### config.mk
export PLATFORM = sky130hd
export DESIGN_NAME = symbol_error_counter
export DESIGN_NICKNAME = d
export VERILOG_FILES = /design/src/rtl/symbol_error_counter_pkg.sv /design/src/rtl/symbol_error_counter_sat_counter.sv /design/src/rtl/symbol_error_counter.sv
export SDC_FILE = /design/constraint.sdc
export NUM_CORES = 1
export LEC_CHECK = 0
export CAP_MARGIN = 20
export CORE_MARGIN = 8
export CORE_UTILIZATION = 40
export DETAILED_ROUTE_END_ITERATION = 12
export GPL_TIMING_DRIVEN = 1
export PLACE_DENSITY = 0.64
export SLEW_MARGIN = 20
export SYNTH_ARGS = -nofsm -noshare
export SYNTH_HDL_FRONTEND = slang
export SYNTH_SLANG_ARGS = --single-unit
### constraint.sdc
create_clock -name clk -period 1.8 [get_ports clk]
set_input_delay 0.18 -clock clk [delete_from_list [all_inputs] [get_ports clk]]
set_output_delay 0.18 -clock clk [all_outputs]
set_load 0.01 [all_outputs]
### src/rtl/symbol_error_counter_pkg.sv
// Shared definitions for the symbol error counter: FSM encoding and default sizing.
package symbol_error_counter_pkg;

  localparam int unsigned DefaultWindowLen = 4194303;
  localparam int unsigned DefaultCntW      = 22;

  typedef enum logic [1:0] {
    StIdle,
    StSync,
    StCount,
    StDone
  } state_e;

endpackage

### src/rtl/symbol_error_counter_sat_counter.sv
// Enabled, clearable up-counter that sticks at all-ones and flags any increment lost there.
module sat_counter #(
  parameter int unsigned CNT_W = 8
) (
  input  logic             clk,
  input  logic             reset,
  input  logic             clear,
  input  logic             enable,
  output logic [CNT_W-1:0] count,
  output logic             sat
);

  localparam logic [CNT_W-1:0] MaxVal = '1;

  logic [CNT_W-1:0] count_q, count_d;
  logic             sat_q, sat_d;

  always_comb begin
    count_d = count_q;
    sat_d   = sat_q;
    if (clear) begin
      count_d = '0;
      sat_d   = 1'b0;
    end else if (enable) begin
      if (count_q == MaxVal) begin
        sat_d = 1'b1;
      end else begin
        count_d = count_q + 1'b1;
      end
    end
  end

  always_ff @(posedge clk) begin
    if (reset) begin
      count_q <= '0;
      sat_q   <= 1'b0;
    end else begin
      count_q <= count_d;
      sat_q   <= sat_d;
    end
  end

  assign count = count_q;
  assign sat   = sat_q;

endmodule

### src/rtl/symbol_error_counter.sv
// Windowed symbol error counter: arms on start, aligns to clear_accumulator, counts
// WINDOW_LEN qualified symbols, then publishes error/symbol totals for one DONE cycle.
module symbol_error_counter
  import symbol_error_counter_pkg::*;
#(
  parameter int unsigned WINDOW_LEN = DefaultWindowLen,
  parameter int unsigned CNT_W      = DefaultCntW
) (
  input  logic             clk,
  input  logic             reset,
  input  logic             sym_clk_ena,
  input  logic             sym_correct,
  input  logic             sym_error,
  input  logic             clear_accumulator,
  input  logic             start,
  output logic             busy,
  output logic             result_valid,
  output logic [CNT_W-1:0] error_count,
  output logic [CNT_W-1:0] symbol_count,
  output logic             error_sat,
  output logic             verdict_fault
);

  // Count value seen just before the terminating symbol is added.
  localparam logic [CNT_W-1:0] LastSym = CNT_W'(WINDOW_LEN - 1);

  state_e state_q, state_d;

  logic             clear_run;
  logic             qualified;
  logic             last_sym;
  logic             in_done;
  logic [CNT_W-1:0] sym_cnt;
  logic [CNT_W-1:0] err_cnt;
  logic             err_sat_run;
  logic             sym_sat_run;
  logic             unused_sym_sat;
  logic             fault_q, fault_d;

  logic [CNT_W-1:0] err_lat_q, sym_lat_q;
  logic             sat_lat_q, fault_lat_q;

  assign clear_run = (state_q == StSync) && clear_accumulator;
  assign qualified = (state_q == StCount) && sym_clk_ena && (sym_correct || sym_error);
  assign last_sym  = qualified && (sym_cnt == LastSym);
  assign in_done   = (state_q == StDone);

  always_comb begin
    state_d = state_q;
    unique case (state_q)
      StIdle:  if (start) state_d = StSync;
      StSync:  if (clear_accumulator) state_d = StCount;
      StCount: if (last_sym) state_d = StDone;
      StDone:  state_d = StIdle;
      default: state_d = StIdle;
    endcase
  end

  always_comb begin
    fault_d = fault_q;
    if (clear_run) begin
      fault_d = 1'b0;
    end else if (qualified && sym_correct && sym_error) begin
      fault_d = 1'b1;
    end
  end

  sat_counter #(
    .CNT_W (CNT_W)
  ) u_sym_counter (
    .clk    (clk),
    .reset  (reset),
    .clear  (clear_run),
    .enable (qualified),
    .count  (sym_cnt),
    .sat    (sym_sat_run)
  );

  sat_counter #(
    .CNT_W (CNT_W)
  ) u_err_counter (
    .clk    (clk),
    .reset  (reset),
    .clear  (clear_run),
    .enable (qualified && sym_error),
    .count  (err_cnt),
    .sat    (err_sat_run)
  );

  // The symbol counter cannot pass WINDOW_LEN, so its saturation flag never matters.
  assign unused_sym_sat = sym_sat_run;

  always_ff @(posedge clk) begin
    if (reset) begin
      state_q     <= StIdle;
      fault_q     <= 1'b0;
      err_lat_q   <= '0;
      sym_lat_q   <= '0;
      sat_lat_q   <= 1'b0;
      fault_lat_q <= 1'b0;
    end else begin
      state_q <= state_d;
      fault_q <= fault_d;
      if (in_done) begin
        err_lat_q   <= err_cnt;
        sym_lat_q   <= sym_cnt;
        sat_lat_q   <= err_sat_run;
        fault_lat_q <= fault_q;
      end
    end
  end

  // During DONE the running values are shown directly so results coincide with result_valid.
  assign busy          = (state_q == StSync) || (state_q == StCount);
  assign result_valid  = in_done;
  assign error_count   = in_done ? err_cnt     : err_lat_q;
  assign symbol_count  = in_done ? sym_cnt     : sym_lat_q;
  assign error_sat     = in_done ? err_sat_run : sat_lat_q;
  assign verdict_fault = in_done ? fault_q     : fault_lat_q;

endmodule
==> results.json, run 1 <==
{
  "yosysWarningCount": 0,
  "synth_nets": 460,
  "place_congestion": 0.821,
  "r2r_slack_ns": -0.1,
  "die_w_um": 120,
  "start_util": 0.405,
  "worst_pin_slew_ns": 0.514,
  "synth_seq_cells": 94,
  "postCtsHoldBufs": 0,
  "drt_iter0_markers": 176,
  "grt_pass1_wl_um": 18500,
  "min_period_over_period": 1.05,
  "drc": 0,
  "drt_pass1_iterations": 4,
  "rows": 38,
  "fin_crit_ns": 1.90,
  "crit_fanout": 5,
  "nets": 597,
  "end_kind": "register",
  "fp.coreArea_um2": 10700,
  "drive_above_1_share": 0.445,
  "slew_violations": 0,
  "postSynthAreaPerCell_um2": 9.78,
  "die_h_um": 120,
  "cap_violations": 0,
  "routedWlPerCell_um": 16.2,
  "outcome": "finished, violations left",
  "antenna_found_initial": 0,
  "critPathKind": "reg2reg",
  "root_buffer": "clkbuf_8",
  "slew_headroom": 0.654,
  "clkSinkCount": 94,
  "power_leakage_nw": 2.56,
  "syn2layout_area_growth_pct": 48.3,
  "place_worst_setup_slack_ns": -0.112,
  "ys_types": 52,
  "cts_buffers": 9,
  "rr_startpoint": "state_q[1]",
  "diodes": 0,
  "grt_max_degree": 27,
  "grt_setup_unrepaired": "yes",
  "max_freq_mhz": 528,
  "synth-edff-count": 0,
  "clock_skew_ns": 0.00837,
  "dieArea_um2": 14500,
  "async_reset_ff_frac": 0,
  "boundaryPins": 55,
  "hold_path_startpoint": "reset",
  "gr-total-overflow": 0,
  "setup_viol": 18,
  "whs_endpoint": "state_q[0]",
  "rr_worst_depth": 8,
  "hold-worst-slack_ns": 0.0383,
  "arrival_ns": 2.21,
  "cts.clk_slew.worst_paths_ns": 0.09,
  "portBuffers": 54,
  "hpwl_um": 7420,
  "syn_area_um2": 4350,
  "synth_flop_cell": "dfxtp_1",
  "synth_seq_area_share": 0.432,
  "whs_path_depth": 2,
  "via_count": 3752,
  "power_density_nw_per_um2": 715,
  "start_kind": "register",
  "syn_inst": 445,
  "htree_levels": 3,
  "vias_per_cell": 5.17,
  "grt_pass1_vias": 3774,
  "grt_util_all_layers": 0.158,
  "min_path_type": "in2reg",
  "violations": "negative setup slack",
  "hold_viol_final": 0,
  "crit_required_ns": 2.11,
  "setup_ws_ns": -0.0956,
  "cts_tree": "built",
  "ctsLongestPathBuffers": 2,
  "ir_drop_v": 0.000546,
  "fillers": 907,
  "clk_latency_ns": 0.38,
  "r2r_end": "u_err_counter.count[19]",
  "wirelength_um": 11800,
  "drtAntennaViolNets": 0
}
[report_power, final]
part | total, mW | internal, mW | switching, mW | leakage, nW
combinational | 1.11 | 0.596 | 0.512 | 1.71
clock | 1.37 | 0.649 | 0.720 | 0.0958
sequential | 2.14 | 2.11 | 0.0264 | 0.760
[per-layer routing]
metal  track usage  vias up  share of wire
li1              -     1854              -
met4        0.0734        0          0.028
met1         0.187     1782           0.43
met3        0.0364       26          0.046
met5             0        -              0
met2         0.266       90           0.50
[worst max path at each step]
| stage | from | end | slack [ns] | depth (start not counted) |
|---|---|---|---|---|
| 5_1_grt | state_q[1] | u_err_counter.count[21] | -0.14 | 8 |
| 4_1_cts | state_q[1] | symbol_count[0] | -0.13 | 6 |
| 2_1_floorplan | state_q[1] | err_lat_q[16] | -0.02 | 5 |
| 3_3_place_gp | sym_error | u_err_counter.count[21] | -0.09 | 6 |
| 3_5_place_dp | sym_error | u_err_counter.count[19] | -0.11 | 6 |
| 6_report | state_q[1] | u_err_counter.count[19] | -0.1 | 8 |
[cell families (layout without fill, tap and decap cells)]
logic type / count (synthesis) / in the layout / synth area share
buf+inv: 28 / 168 / 0.0313
compound gates: 58 / 59 / 0.0922
mux: 46 / 46 / 0.119
fa+ha+maj: 8 / 8 / 0.0230
simple gates: 186 / 186 / 0.252
xor+xnor: 25 / 25 / 0.0503
flops: 94 / 94 / 0.432
[layout make-up]
cell class	count	area [µm²]	area share
clock buffers	15	186	0.0289
inverters	6	25.0	0.00387
multi-input cells	324	2720	0.421
flip-flops and latches	94	1890	0.293
well taps	140	175	0.0271
repair buffers	147	1470	0.227
[Yosys cell counts (all sizes together), types with 2 or more instances]
library cell | n | area [µm²]
a211oi | 7 | 57.6
a21oi | 22 | 114
a31o | 4 | 35.0
a31oi | 2 | 12.5
and2 | 3 | 23.8
and3 | 5 | 31.3
and4 | 7 | 61.3
buf | 12 | 76.3
clkbuf | 10 | 37.5
dfxtp | 94 | 1880
ha | 8 | 100
inv | 6 | 22.5
mux2 | 46 | 518
nand2 | 24 | 90.1
nand3 | 14 | 82.6
nand4 | 14 | 113
nor2 | 38 | 143
nor2b | 47 | 294
nor3 | 13 | 65.1
nor4 | 6 | 80.1
o211ai | 3 | 22.5
o21ai | 8 | 40.0
o31ai | 4 | 43.8
or3 | 6 | 42.5
or4 | 5 | 37.5
xnor2 | 24 | 210
[state kept, by name, summed over array words and instances (netlist names), 2 cells and up]
signal,flops
err_lat_q,22
u_sym_counter.count,22
sym_lat_q,22
u_err_counter.count,22
state_q,2
[cells in the final DEF (no fill, tap or decap), types with 7 or more instances in the layout]
cell type	netlist	layout
a21oi_1	21	16
buf_12	0	7
buf_4	2	73
buf_6	2	54
clkbuf_8	0	13
dfxtp_1	94	87
dfxtp_2	0	7
mux2_4	0	45
nand2_1	24	22
nand3_1	13	13
nand4_1	10	10
nor2_1	38	38
nor2b_1	47	46
nor3_2	0	7
xnor2_1	24	24
[what timing repair did]
action	CTS	global route
setup buffers	17	6
pin swaps	5	20
gates resized for setup	294	44
endpoints found under the setup margin	51	79
cloned	5	1
[worst max-delay path: stages (launching register included)]
cell and delay, ns:
dfxtp_2 0.36, buf_4 0.11, buf_4 0.10, ha_4 0.15, and3_4 0.19, and2_4 0.19, o31ai_4 0.10, or4_1 0.51
a21oi_2 0.13
[through the flow]
| step | setup TNS (ns) | cell area, µm² | cells | utilization | total power, mW |
|---|---|---|---|---|---|
| floorplan | -0.655 | 4370 | 445 | - | 2.59 |
| global placement | -1.40 | 5480 | 684 | 0.510 | 2.87 |
| detailed placement | -2.33 | 5480 | 684 | 0.510 | 2.89 |
| CTS | -3.21 | 6260 | 721 | 0.583 | 4.63 |
| global route | -3.69 | 6460 | 726 | 0.601 | 4.83 |
| finish | -0.889 | 6460 | 726 | 0.601 | 4.62 |
Power figures use the tool's default switching activity.
==> inputs of run 2 (changes only) <==
--- a/config.mk
+++ b/config.mk
@@ -10,6 +10,7 @@
 export CORE_UTILIZATION = 40
 export DETAILED_ROUTE_END_ITERATION = 12
 export GPL_TIMING_DRIVEN = 1
+export HOLD_SLACK_MARGIN = 0.15
 export PLACE_DENSITY = 0.64
 export SLEW_MARGIN = 20
 export SYNTH_ARGS = -nofsm -noshare
==> results.json, run 2 (synthesis gave the netlist of run 1 again) <==
{
  "crit_fanout": 5,
  "htree_levels": 3,
  "final_common_cell": "dfxtp_1",
  "vias_per_cell": 5.13,
  "place_worst_setup_slack_ns": -0.112,
  "slew_headroom": 0.654,
  "slew_violations": 0,
  "critPathKind": "reg2reg",
  "fin_cells": 727,
  "grt_util_all_layers": 0.158,
  "fin_crit_ns": 1.90,
  "via_count": 3730,
  "r2r_end": "u_err_counter.count[19]",
  "root_buffer": "clkbuf_8",
  "crit_required_ns": 2.11,
  "gr-total-overflow": 0,
  "hpwl_um": 7420,
  "rows": 38,
  "ctsLongestPathBuffers": 2,
  "hold-worst-slack_ns": 0.505,
  "syn2layout_area_growth_pct": 48.6,
  "grt_pass1_wl_um": 18500,
  "clk_latency_ns": 0.37,
  "whs_endpoint": "u_err_counter.sat",
  "power_leakage_nw": 2.57,
  "outcome": "finished, violations left",
  "intPower_mw": 3.36,
  "drt_iter0_markers": 162,
  "boundaryPins": 55,
  "portBuffers": 54,
  "antenna_found_initial": 0,
  "clock_skew_ns": 0.00865,
  "arrival_ns": 2.21,
  "routedWlPerCell_um": 16.1,
  "cts_tree": "built",
  "grt_pass1_vias": 3774,
  "clockPowerShare": 0.297,
  "p_switching_mw": 1.26,
  "drt_pass1_iterations": 4,
  "die_w_um": 120,
  "r2r_slack_ns": -0.1,
  "fp.coreArea_um2": 10700,
  "drive_above_1_share": 0.445,
  "min_path_type": "reg2reg",
  "hold_path_startpoint": "u_err_counter.sat",
  "die_h_um": 120,
  "nets": 598,
  "rr_worst_depth": 8,
  "violations": "negative setup slack",
  "max_freq_mhz": 528,
  "min_period_over_period": 1.05,
  "cts.clk_slew.worst_paths_ns": 0.09,
  "grt_setup_unrepaired": "yes",
  "p_comb_frac": 0.240,
  "power.share.switching": 0.273,
  "clkSinkCount": 94,
  "start_util": 0.405,
  "start_kind": "register",
  "dieArea_um2": 14500,
  "hold_viol_final": 0,
  "dpl.cell_count": 684,
  "rr_startpoint": "state_q[1]",
  "setup_viol": 18,
  "setup_ws_ns": -0.0955,
  "dpl_cell_area_um2": 5480,
  "worst_pin_slew_ns": 0.514,
  "grt_max_degree": 27,
  "end_kind": "register",
  "power_density_nw_per_um2": 714,
  "fin_area_um2": 6470,
  "place_congestion": 0.821,
  "whs_path_depth": 1,
  "layout_common_cells": "87 x dfxtp_1, 73 x buf_4, 54 x buf_6",
  "cts_buffers": 9,
  "drc": 0,
  "drtAntennaViolNets": 0,
  "ir_drop_v": 0.000546,
  "wirelength_um": 11700,
  "cap_violations": 0,
  "power_frac_seq": 0.463,
  "diodes": 0
}
==> run 2: metal layers <==
metal	up-vias	track usage	wire, µm
li1	1854	-	-
met1	1772	0.187	5120
met2	77	0.266	5830
met3	27	0.0364	472
met4	0	0.0734	323
met5	-	0	0
==> run 2: cell type report <==
cell class | instances | area (µm²)
clock buffers | 15 | 186
inverters | 6 | 25.0
flip-flops and latches | 94 | 1890
fillers | 906 | 4280
multi-input cells | 324 | 2720
well taps | 140 | 175
repair buffers | 148 | 1480
==> run 2: metrics by stage <==
stage / util / total power, mW / TNS [ns]
2_1_floorplan: - / 2.59 / -0.655
3_3_place_gp: 0.510 / 2.87 / -1.40
3_5_place_dp: 0.510 / 2.89 / -2.33
4_1_cts: 0.583 / 4.63 / -3.21
5_1_grt: 0.602 / 4.83 / -3.69
6_report: 0.602 / 4.62 / -0.871
==> run 2: power groups by stage <==
stage | combinational [mW] | sequential, mW | clock [mW]
2_1_floorplan | 0.406 | 2.19 | 0
3_3_place_gp | 0.691 | 2.18 | 0
3_5_place_dp | 0.709 | 2.18 | 0
4_1_cts | 1.08 | 2.14 | 1.40
5_1_grt | 1.20 | 2.14 | 1.49
6_report | 1.11 | 2.14 | 1.37
==> run 2: how the worst max path moves through the flow <==
stage,startpoint,end,cells after the start
after floorplan,state_q[1],err_lat_q[16],5
after global placement,sym_error,u_err_counter.count[21],6
after detailed placement,sym_error,u_err_counter.count[19],6
after CTS,state_q[1],symbol_count[0],6
after global routing,state_q[1],u_err_counter.count[21],8
final,state_q[1],u_err_counter.count[19],8
==> run 2: what timing repair did <==
item | CTS | global route
endpoints found under the hold margin | 2 | 0
hold buffers | 1 | 0
gates cloned | 5 | 1
gates resized for setup | 294 | 44
endpoints found under the setup margin | 51 | 79
pin swaps | 5 | 20
setup buffers | 17 | 6
==> run 2: critical path: stages (launching register included) <==
cell and delay, ns:
dfxtp_2 0.36, buf_4 0.11, buf_4 0.10, ha_4 0.15, and3_4 0.19, and2_4 0.19
o31ai_4 0.10, or4_1 0.50, a21oi_2 0.13
